`src/rtl/bash_hash_params_pkg.sv`:
```
// Shared sizing constants and core-sequencer state type for the bash_hash
// streaming front-end.
package bash_hash_params_pkg;
  localparam int XLEN        = 32;
  localparam int SLEN        = 64;
  localparam int IN_WORDS    = 16 * SLEN / XLEN;
  localparam int OUT_WORDS   = 8 * SLEN / XLEN;
  localparam int CORE_CYCLES = 24;
  localparam int CNT_W       = 16;

  typedef enum logic [1:0] {C_IDLE, C_WORK, C_OUT} core_st_e;
endpackage

```
`src/rtl/bash_hash_blk_buf.sv`:
```
// Two-entry block buffer: one entry fills from the word stream while the
// other is held for the core. Full/last flags gate both sides.
module bash_hash_blk_buf #(
  parameter int XLEN     = bash_hash_params_pkg::XLEN,
  parameter int IN_WORDS = bash_hash_params_pkg::IN_WORDS
) (
  input  logic                     clk,
  input  logic                     rst_n,
  input  logic                     wr_en,
  input  logic [XLEN-1:0]          wr_data,
  input  logic                     wr_last,
  input  logic                     rd_done,
  output logic                     wr_full,
  output logic                     rd_full,
  output logic                     rd_last,
  output logic [IN_WORDS*XLEN-1:0] rd_blk
);
  localparam int IW = $clog2(IN_WORDS);

  logic [1:0][IN_WORDS*XLEN-1:0] blk_q;
  logic [1:0]                    full_q, last_q;
  logic                          wr_sel_q, rd_sel_q;
  logic [IW-1:0]                 wr_cnt_q;
  logic                          blk_done;

  assign blk_done = wr_en && (wr_last || wr_cnt_q == IW'(IN_WORDS - 1));
  assign wr_full  = full_q[wr_sel_q];
  assign rd_full  = full_q[rd_sel_q];
  assign rd_last  = last_q[rd_sel_q];
  assign rd_blk   = blk_q[rd_sel_q];

  always_ff @(posedge clk or negedge rst_n) begin
    if (!rst_n) begin
      blk_q    <= '0;
      full_q   <= '0;
      last_q   <= '0;
      wr_sel_q <= 1'b0;
      rd_sel_q <= 1'b0;
      wr_cnt_q <= '0;
    end else begin
      if (wr_en) begin
        // A short final block is zero-padded so stale words never reach the core.
        for (int k = 0; k < IN_WORDS; k++) begin
          if (k == int'(wr_cnt_q))
            blk_q[wr_sel_q][k*XLEN +: XLEN] <= wr_data;
          else if (wr_last && k > int'(wr_cnt_q))
            blk_q[wr_sel_q][k*XLEN +: XLEN] <= '0;
        end
        if (blk_done) begin
          full_q[wr_sel_q] <= 1'b1;
          last_q[wr_sel_q] <= wr_last;
          wr_sel_q         <= ~wr_sel_q;
          wr_cnt_q         <= '0;
        end else begin
          wr_cnt_q <= wr_cnt_q + 1'b1;
        end
      end
      if (rd_done) begin
        full_q[rd_sel_q] <= 1'b0;
        last_q[rd_sel_q] <= 1'b0;
        rd_sel_q         <= ~rd_sel_q;
      end
    end
  end
endmodule

```
`src/rtl/bash_hash_stream_ctrl.sv`:
```
// Stream front-end and sequencer for bash_hash: word stream in, block
// double-buffering, core prep/start/work control, digest stream out.
module bash_hash_stream_ctrl #(
  parameter int XLEN        = bash_hash_params_pkg::XLEN,
  parameter int SLEN        = bash_hash_params_pkg::SLEN,
  parameter int IN_WORDS    = bash_hash_params_pkg::IN_WORDS,
  parameter int OUT_WORDS   = bash_hash_params_pkg::OUT_WORDS,
  parameter int CORE_CYCLES = bash_hash_params_pkg::CORE_CYCLES,
  parameter int CNT_W       = bash_hash_params_pkg::CNT_W
) (
  input  logic                s_axi_aclk,
  input  logic                s_axi_aresetn,
  input  logic [XLEN-1:0]     cfg_l_i,
  input  logic [XLEN-1:0]     s_data_i,
  input  logic                s_valid_i,
  input  logic                s_last_i,
  output logic                s_ready_o,
  output logic [XLEN-1:0]     m_data_o,
  output logic                m_valid_o,
  output logic                m_last_o,
  input  logic                m_ready_i,
  output logic                core_prep_o,
  output logic                core_start_o,
  output logic                core_work_o,
  output logic                core_first_o,
  output logic [XLEN-1:0]     core_l_o,
  output logic [16*SLEN-1:0]  core_x_o,
  input  logic [8*SLEN-1:0]   core_y_i,
  output logic                busy_o,
  output logic [CNT_W-1:0]    blk_cnt_o
);
  import bash_hash_params_pkg::*;

  localparam int OW = $clog2(OUT_WORDS);
  localparam int CW = $clog2(CORE_CYCLES);

  core_st_e          state_q, state_d;
  logic              busy_q, closed_q;
  logic [XLEN-1:0]   l_q;
  logic [CW-1:0]     cyc_q;
  logic [OW-1:0]     oc_q, wsel;
  logic [CNT_W-1:0]  blk_cnt_q;
  logic [8*SLEN-1:0] y_q;
  logic              wr_full, rd_full, rd_last, rd_done, accept, out_done;

  assign s_ready_o    = !wr_full && !closed_q;
  assign accept       = s_valid_i && s_ready_o;
  assign core_prep_o  = accept && !busy_q;
  assign core_first_o = core_start_o && (blk_cnt_q == '0);
  assign core_l_o     = l_q;
  assign busy_o       = busy_q;
  assign blk_cnt_o    = blk_cnt_q;

  bash_hash_blk_buf #(.XLEN(XLEN), .IN_WORDS(IN_WORDS)) u_blk_buf (
    .clk     (s_axi_aclk),
    .rst_n   (s_axi_aresetn),
    .wr_en   (accept),
    .wr_data (s_data_i),
    .wr_last (s_last_i),
    .rd_done (rd_done),
    .wr_full (wr_full),
    .rd_full (rd_full),
    .rd_last (rd_last),
    .rd_blk  (core_x_o)
  );

  always_comb begin
    state_d      = state_q;
    core_start_o = 1'b0;
    core_work_o  = 1'b0;
    rd_done      = 1'b0;
    m_valid_o    = 1'b0;
    m_last_o     = 1'b0;
    out_done     = 1'b0;
    case (state_q)
      C_IDLE: if (rd_full) begin
        core_start_o = 1'b1;
        state_d      = C_WORK;
      end
      C_WORK: begin
        core_work_o = 1'b1;
        if (cyc_q == CW'(CORE_CYCLES - 1)) begin
          rd_done = 1'b1;
          state_d = rd_last ? C_OUT : C_IDLE;
        end
      end
      C_OUT: begin
        m_valid_o = 1'b1;
        m_last_o  = (oc_q == OW'(OUT_WORDS - 1));
        if (m_ready_i && m_last_o) begin
          out_done = 1'b1;
          state_d  = C_IDLE;
        end
      end
      default: state_d = C_IDLE;
    endcase
  end

  // Lane y0 sits in the MSBs; even words carry the low half of lane j/2.
  assign wsel     = {~oc_q[OW-1:1], oc_q[0]};
  assign m_data_o = m_valid_o ? y_q[wsel*XLEN +: XLEN] : '0;

  always_ff @(posedge s_axi_aclk or negedge s_axi_aresetn) begin
    if (!s_axi_aresetn) begin
      state_q   <= C_IDLE;
      busy_q    <= 1'b0;
      closed_q  <= 1'b0;
      l_q       <= '0;
      cyc_q     <= '0;
      oc_q      <= '0;
      blk_cnt_q <= '0;
      y_q       <= '0;
    end else begin
      state_q <= state_d;
      if (core_prep_o) begin
        l_q    <= cfg_l_i;
        busy_q <= 1'b1;
      end
      if (accept && s_last_i) closed_q <= 1'b1;
      cyc_q <= (core_work_o && !rd_done) ? cyc_q + 1'b1 : '0;
      if (rd_done) begin
        if (blk_cnt_q != '1) blk_cnt_q <= blk_cnt_q + 1'b1;
        if (rd_last) y_q <= core_y_i;
      end
      if (m_valid_o && m_ready_i) oc_q <= out_done ? '0 : oc_q + 1'b1;
      if (out_done) begin
        busy_q    <= 1'b0;
        closed_q  <= 1'b0;
        blk_cnt_q <= '0;
      end
    end
  end
endmodule

```
`config.mk`:
```
export PLATFORM = sky130hd
export DESIGN_NAME = bash_hash_stream_ctrl
export DESIGN_NICKNAME = d
export VERILOG_FILES = /design/src/rtl/bash_hash_params_pkg.sv /design/src/rtl/bash_hash_blk_buf.sv /design/src/rtl/bash_hash_stream_ctrl.sv
export SDC_FILE = /design/constraint.sdc
export NUM_CORES = 2
export LEC_CHECK = 0
export CORE_AREA = 2 2 669 671
export CTS_BUF_LIST = sky130_fd_sc_hd__clkbuf_4 sky130_fd_sc_hd__clkbuf_8 sky130_fd_sc_hd__clkbuf_16
export CTS_CLUSTER_DIAMETER = 60
export DETAILED_ROUTE_END_ITERATION = 8
export DIE_AREA = 0 0 671 673
export HOLD_SLACK_MARGIN = 0.15
export SETUP_SLACK_MARGIN = 0.15
export SLEW_MARGIN = 30
export SYNTH_ARGS = -nofsm -noshare
export SYNTH_HDL_FRONTEND = slang
export SYNTH_HIERARCHICAL = 1
export SYNTH_SLANG_ARGS = --single-unit
```
`constraint.sdc`:
```
create_clock -name s_axi_aclk -period 5.72 [get_ports s_axi_aclk]
set_input_delay 0.572 -clock s_axi_aclk [delete_from_list [all_inputs] [get_ports s_axi_aclk]]
set_output_delay 0.572 -clock s_axi_aclk [all_outputs]
set_load 0.005 [all_outputs]
```
==> impl_metrics.json <==
{
  "status": "completed",
  "finalSetupTns_ps": 0,
  "grt_pass1_wl_um": 684900,
  "core_area_mm2": 0.4442,
  "worstSetupStartpoint": "oc_q[0]$_DFFE_PN0P_",
  "timing.final.crit_share_pct": 86.34,
  "h-tree-depth": 5,
  "synth-warning-count": 6,
  "gr-total-overflow": 0,
  "grt_usage_pct": 21.34,
  "stdcell_area_mm2": 0.1491,
  "startpoint_type": "flop",
  "synthArstFlopShare_pct": 100.0,
  "grt_pass1_vias": 80186,
  "io_pins": 1693,
  "rsz0062_at_grt": "false",
  "pwr-share-clk_pct": 38.7,
  "first_pass_iters": 6,
  "seq_area_frac_synth_pct": 57.64,
  "worstReg2RegStart": "u_blk_buf/full_q[0]$_DFF_PN0_",
  "start_util_pct": 25.73,
  "reg2reg_depth": 10,
  "worstSetupPathType": "reg -> out",
  "cts_buffer_depth": 4,
  "ff2ff_setup_slack_ps": 1820,
  "syn_inst": 7931,
  "wl_per_cell_um": 32.19,
  "hold_violations": 0,
  "antenna_found_initial": 51,
  "cts-resized-gates": 0,
  "drive_above_1_share_pct": 28.38,
  "syn_to_final_growth_pct": 30.46,
  "slew_violations": 0,
  "cp.arrival_ps": 4370,
  "intPower_mw": 37.87,
  "cts_root_buf": "clkbuf_16",
  "drc": 0,
  "syn_area_mm2": 0.1143,
  "routed-via-count": 79828,
  "skew_ps": 95.43,
  "routed_wl_um": 500400,
  "final_cell_mix": "2625 x dfrtp_1, 1983 x a22o_1, 1659 x clkdlybuf4s50_1, 1146 x mux2_2, 469 x mux2_4",
  "fillers": 43057,
  "port_buffers": 1692,
  "swShare_pct": 30.20,
  "synth-seq-cells": 2632,
  "timing.final.crit_period_ps": 4939,
  "dieWidth_um": 671,
  "dp_hpwl_um": 347400,
  "dpl_cell_area_mm2": 0.1376,
  "fmax_mhz": 202.5,
  "cts_sinks": 2632,
  "routed_via_density": 5.135,
  "cap_violations": 0,
  "place_ws_ps": 1278,
  "grt_max_degree": 164,
  "clkTransAtPathRegs_ps": 50,
  "ir_worst_vdd_mv": 0.3480,
  "std_cell_rows": 245,
  "worst_pin_slew_ps": 1187,
  "worstPathRequired_ps": 5150,
  "crit_fanout": 36,
  "syn_nets": 8522,
  "ctsHoldBuffers": 36,
  "dominantRegCellSynth": "dfrtp_1",
  "slew_headroom_pct": 20.85,
  "worst_slack_ps": 781.1,
  "r2r-end": "u_blk_buf/blk_q[956]$_DFFE_PN0P_",
  "power_frac_comb_pct": 21.6,
  "die_y_um": 673,
  "synthTopCellsByArea": "dfrtp_1 58%, a22o_1 15%, mux2_2 11%",
  "hold_slack_ps": 205.8,
  "crit_end": "m_data_o[11]",
  "post_synth.cell_area_avg_um2": 14.41,
  "cts_made_buffers": 323,
  "yosysUniqueCellTypes": 68,
  "fin_nets": 9941,
  "die_area_mm2": 0.4516,
  "synth_top_area_share_pct": 57.64,
  "cts_tree": "built",
  "gp_congestion": 0.9296,
  "fin_util_pct": 33.56,
  "final_common_cell": "dfrtp_1",
  "synth_edf_count": 0,
  "end_kind": "primary output",
  "cts_setup_buffers": 0,
  "clkLatencyLatePin_ps": 940,
  "netSwitchingPower_mw": 16.39,
  "min_path_type": "in -> async",
  "yosysTopAreaCell": "dfrtp_1",
  "leakage_nw": 68.11,
  "ant_nets": 0,
  "pwr-share-seq_pct": 39.7,
  "p_per_area_mw_per_mm2": 364.0,
  "setup_violations": 0,
  "first_iter_violations": 7177
}
-- state kept, by name (all words and copies together) (netlist names) --
register / count
u_blk_buf/blk_q: 2048
y_q: 512
core_l_o: 32
blk_cnt_o: 16
cyc_q: 5
u_blk_buf/wr_cnt_q: 5
oc_q: 4
state_q: 2
u_blk_buf/full_q: 2
u_blk_buf/last_q: 2
busy_o: 1
closed_q: 1
u_blk_buf/rd_sel_q: 1
u_blk_buf/wr_sel_q: 1
-- cell type report --
class / count / area, um2 / share of cell area (%)
multi-input combinational: 4395 / 44940 / 30.14
antenna: 25 / 62.56 / 0.04196
tap: 5928 / 7417 / 4.975
timing repair buffer: 1982 / 19760 / 13.26
sequential: 2632 / 65880 / 44.19
clock inverter: 113 / 1455 / 0.9761
clock buffer: 454 / 9502 / 6.374
inverter: 16 / 60.06 / 0.04029
-- routing by layer --
| metal | part of all wire, % | wire, um | global-route usage (%) | vias to the layer above |
|---|---|---|---|---|
| met4 | 7.8 | 38840 | 14.11 | 14 |
| met3 | 6.3 | 31470 | 3.949 | 943 |
| li1 | - | - | - | 32923 |
| met5 | 0.020 | 99 | 0 | - |
| met1 | 39 | 195900 | 26.20 | 42195 |
| met2 | 47 | 234100 | 34.33 | 3753 |
-- metrics by stage --
stage                     power, mW  cells
after detailed placement      33.59  14913
after floorplan               27.23   7931
after global routing          56.12  15533
after CTS                     54.79  15516
after global placement        33.49  14904
final                         54.26  15545
-- critical path, cell delays in order, from the launching register on --
cell             delay (ps)
dfrtp_4                1000
buf_12                  350
mux2i_1                 570
a22oi_1                 200
a22o_1                  260
a221o_1                 470
clkdlybuf4s50_1         520
-- kinds of logic after synthesis --
| logic type | share of synthesized area [%] |
|---|---|
| compound gates | 16.41 |
| flops | 57.64 |
| xor+xnor | 0.03066 |
| buf+inv | 3.832 |
| simple gates | 1.812 |
| fa+ha+maj | 0.1095 |
| mux | 20.17 |
-- cell usage after synthesis (33+ instances only) --
cell,instances
mux2_4,469
buf_2,382
dfrtp_1,2632
buf_1,41
a221o_1,33
and3_1,42
mux2i_1,71
a22oi_1,33
clkbuf_1,389
o21ai_0,46
a22o_1,1983
mux2_2,1146
nand2_1,134
nor2_1,59
buf_6,60
mux4_2,96
-- how the worst min path moves through the flow --
stage	endpoint	start	slack, ps
after floorplan	blk_cnt_o[0]$_DFFE_PN0P_	s_axi_aresetn	280
after global placement	cyc_q[0]$_DFF_PN0_	cyc_q[0]$_DFF_PN0_	450
after detailed placement	cyc_q[0]$_DFF_PN0_	cyc_q[0]$_DFF_PN0_	460
after CTS	y_q[4]$_DFFE_PN0P_	core_y_i[4]	150
after global routing	u_blk_buf/blk_q[1803]$_DFFE_PN0P_	s_data_i[11]	200
final	u_blk_buf/blk_q[1031]$_DFFE_PN0P_	s_axi_aresetn	210
-- power by group through the flow --
stage               clock (mW)  sequential, mW  combinational, mW
finish                    21.0            21.6               11.7
global route              22.2            21.7               12.2
CTS                       21.4            21.5               11.8
detailed placement           0            21.8               11.8
global placement             0            21.8               11.7
floorplan                    0            21.1               6.14
No activity file was read; power rests on OpenSTA's default activity.
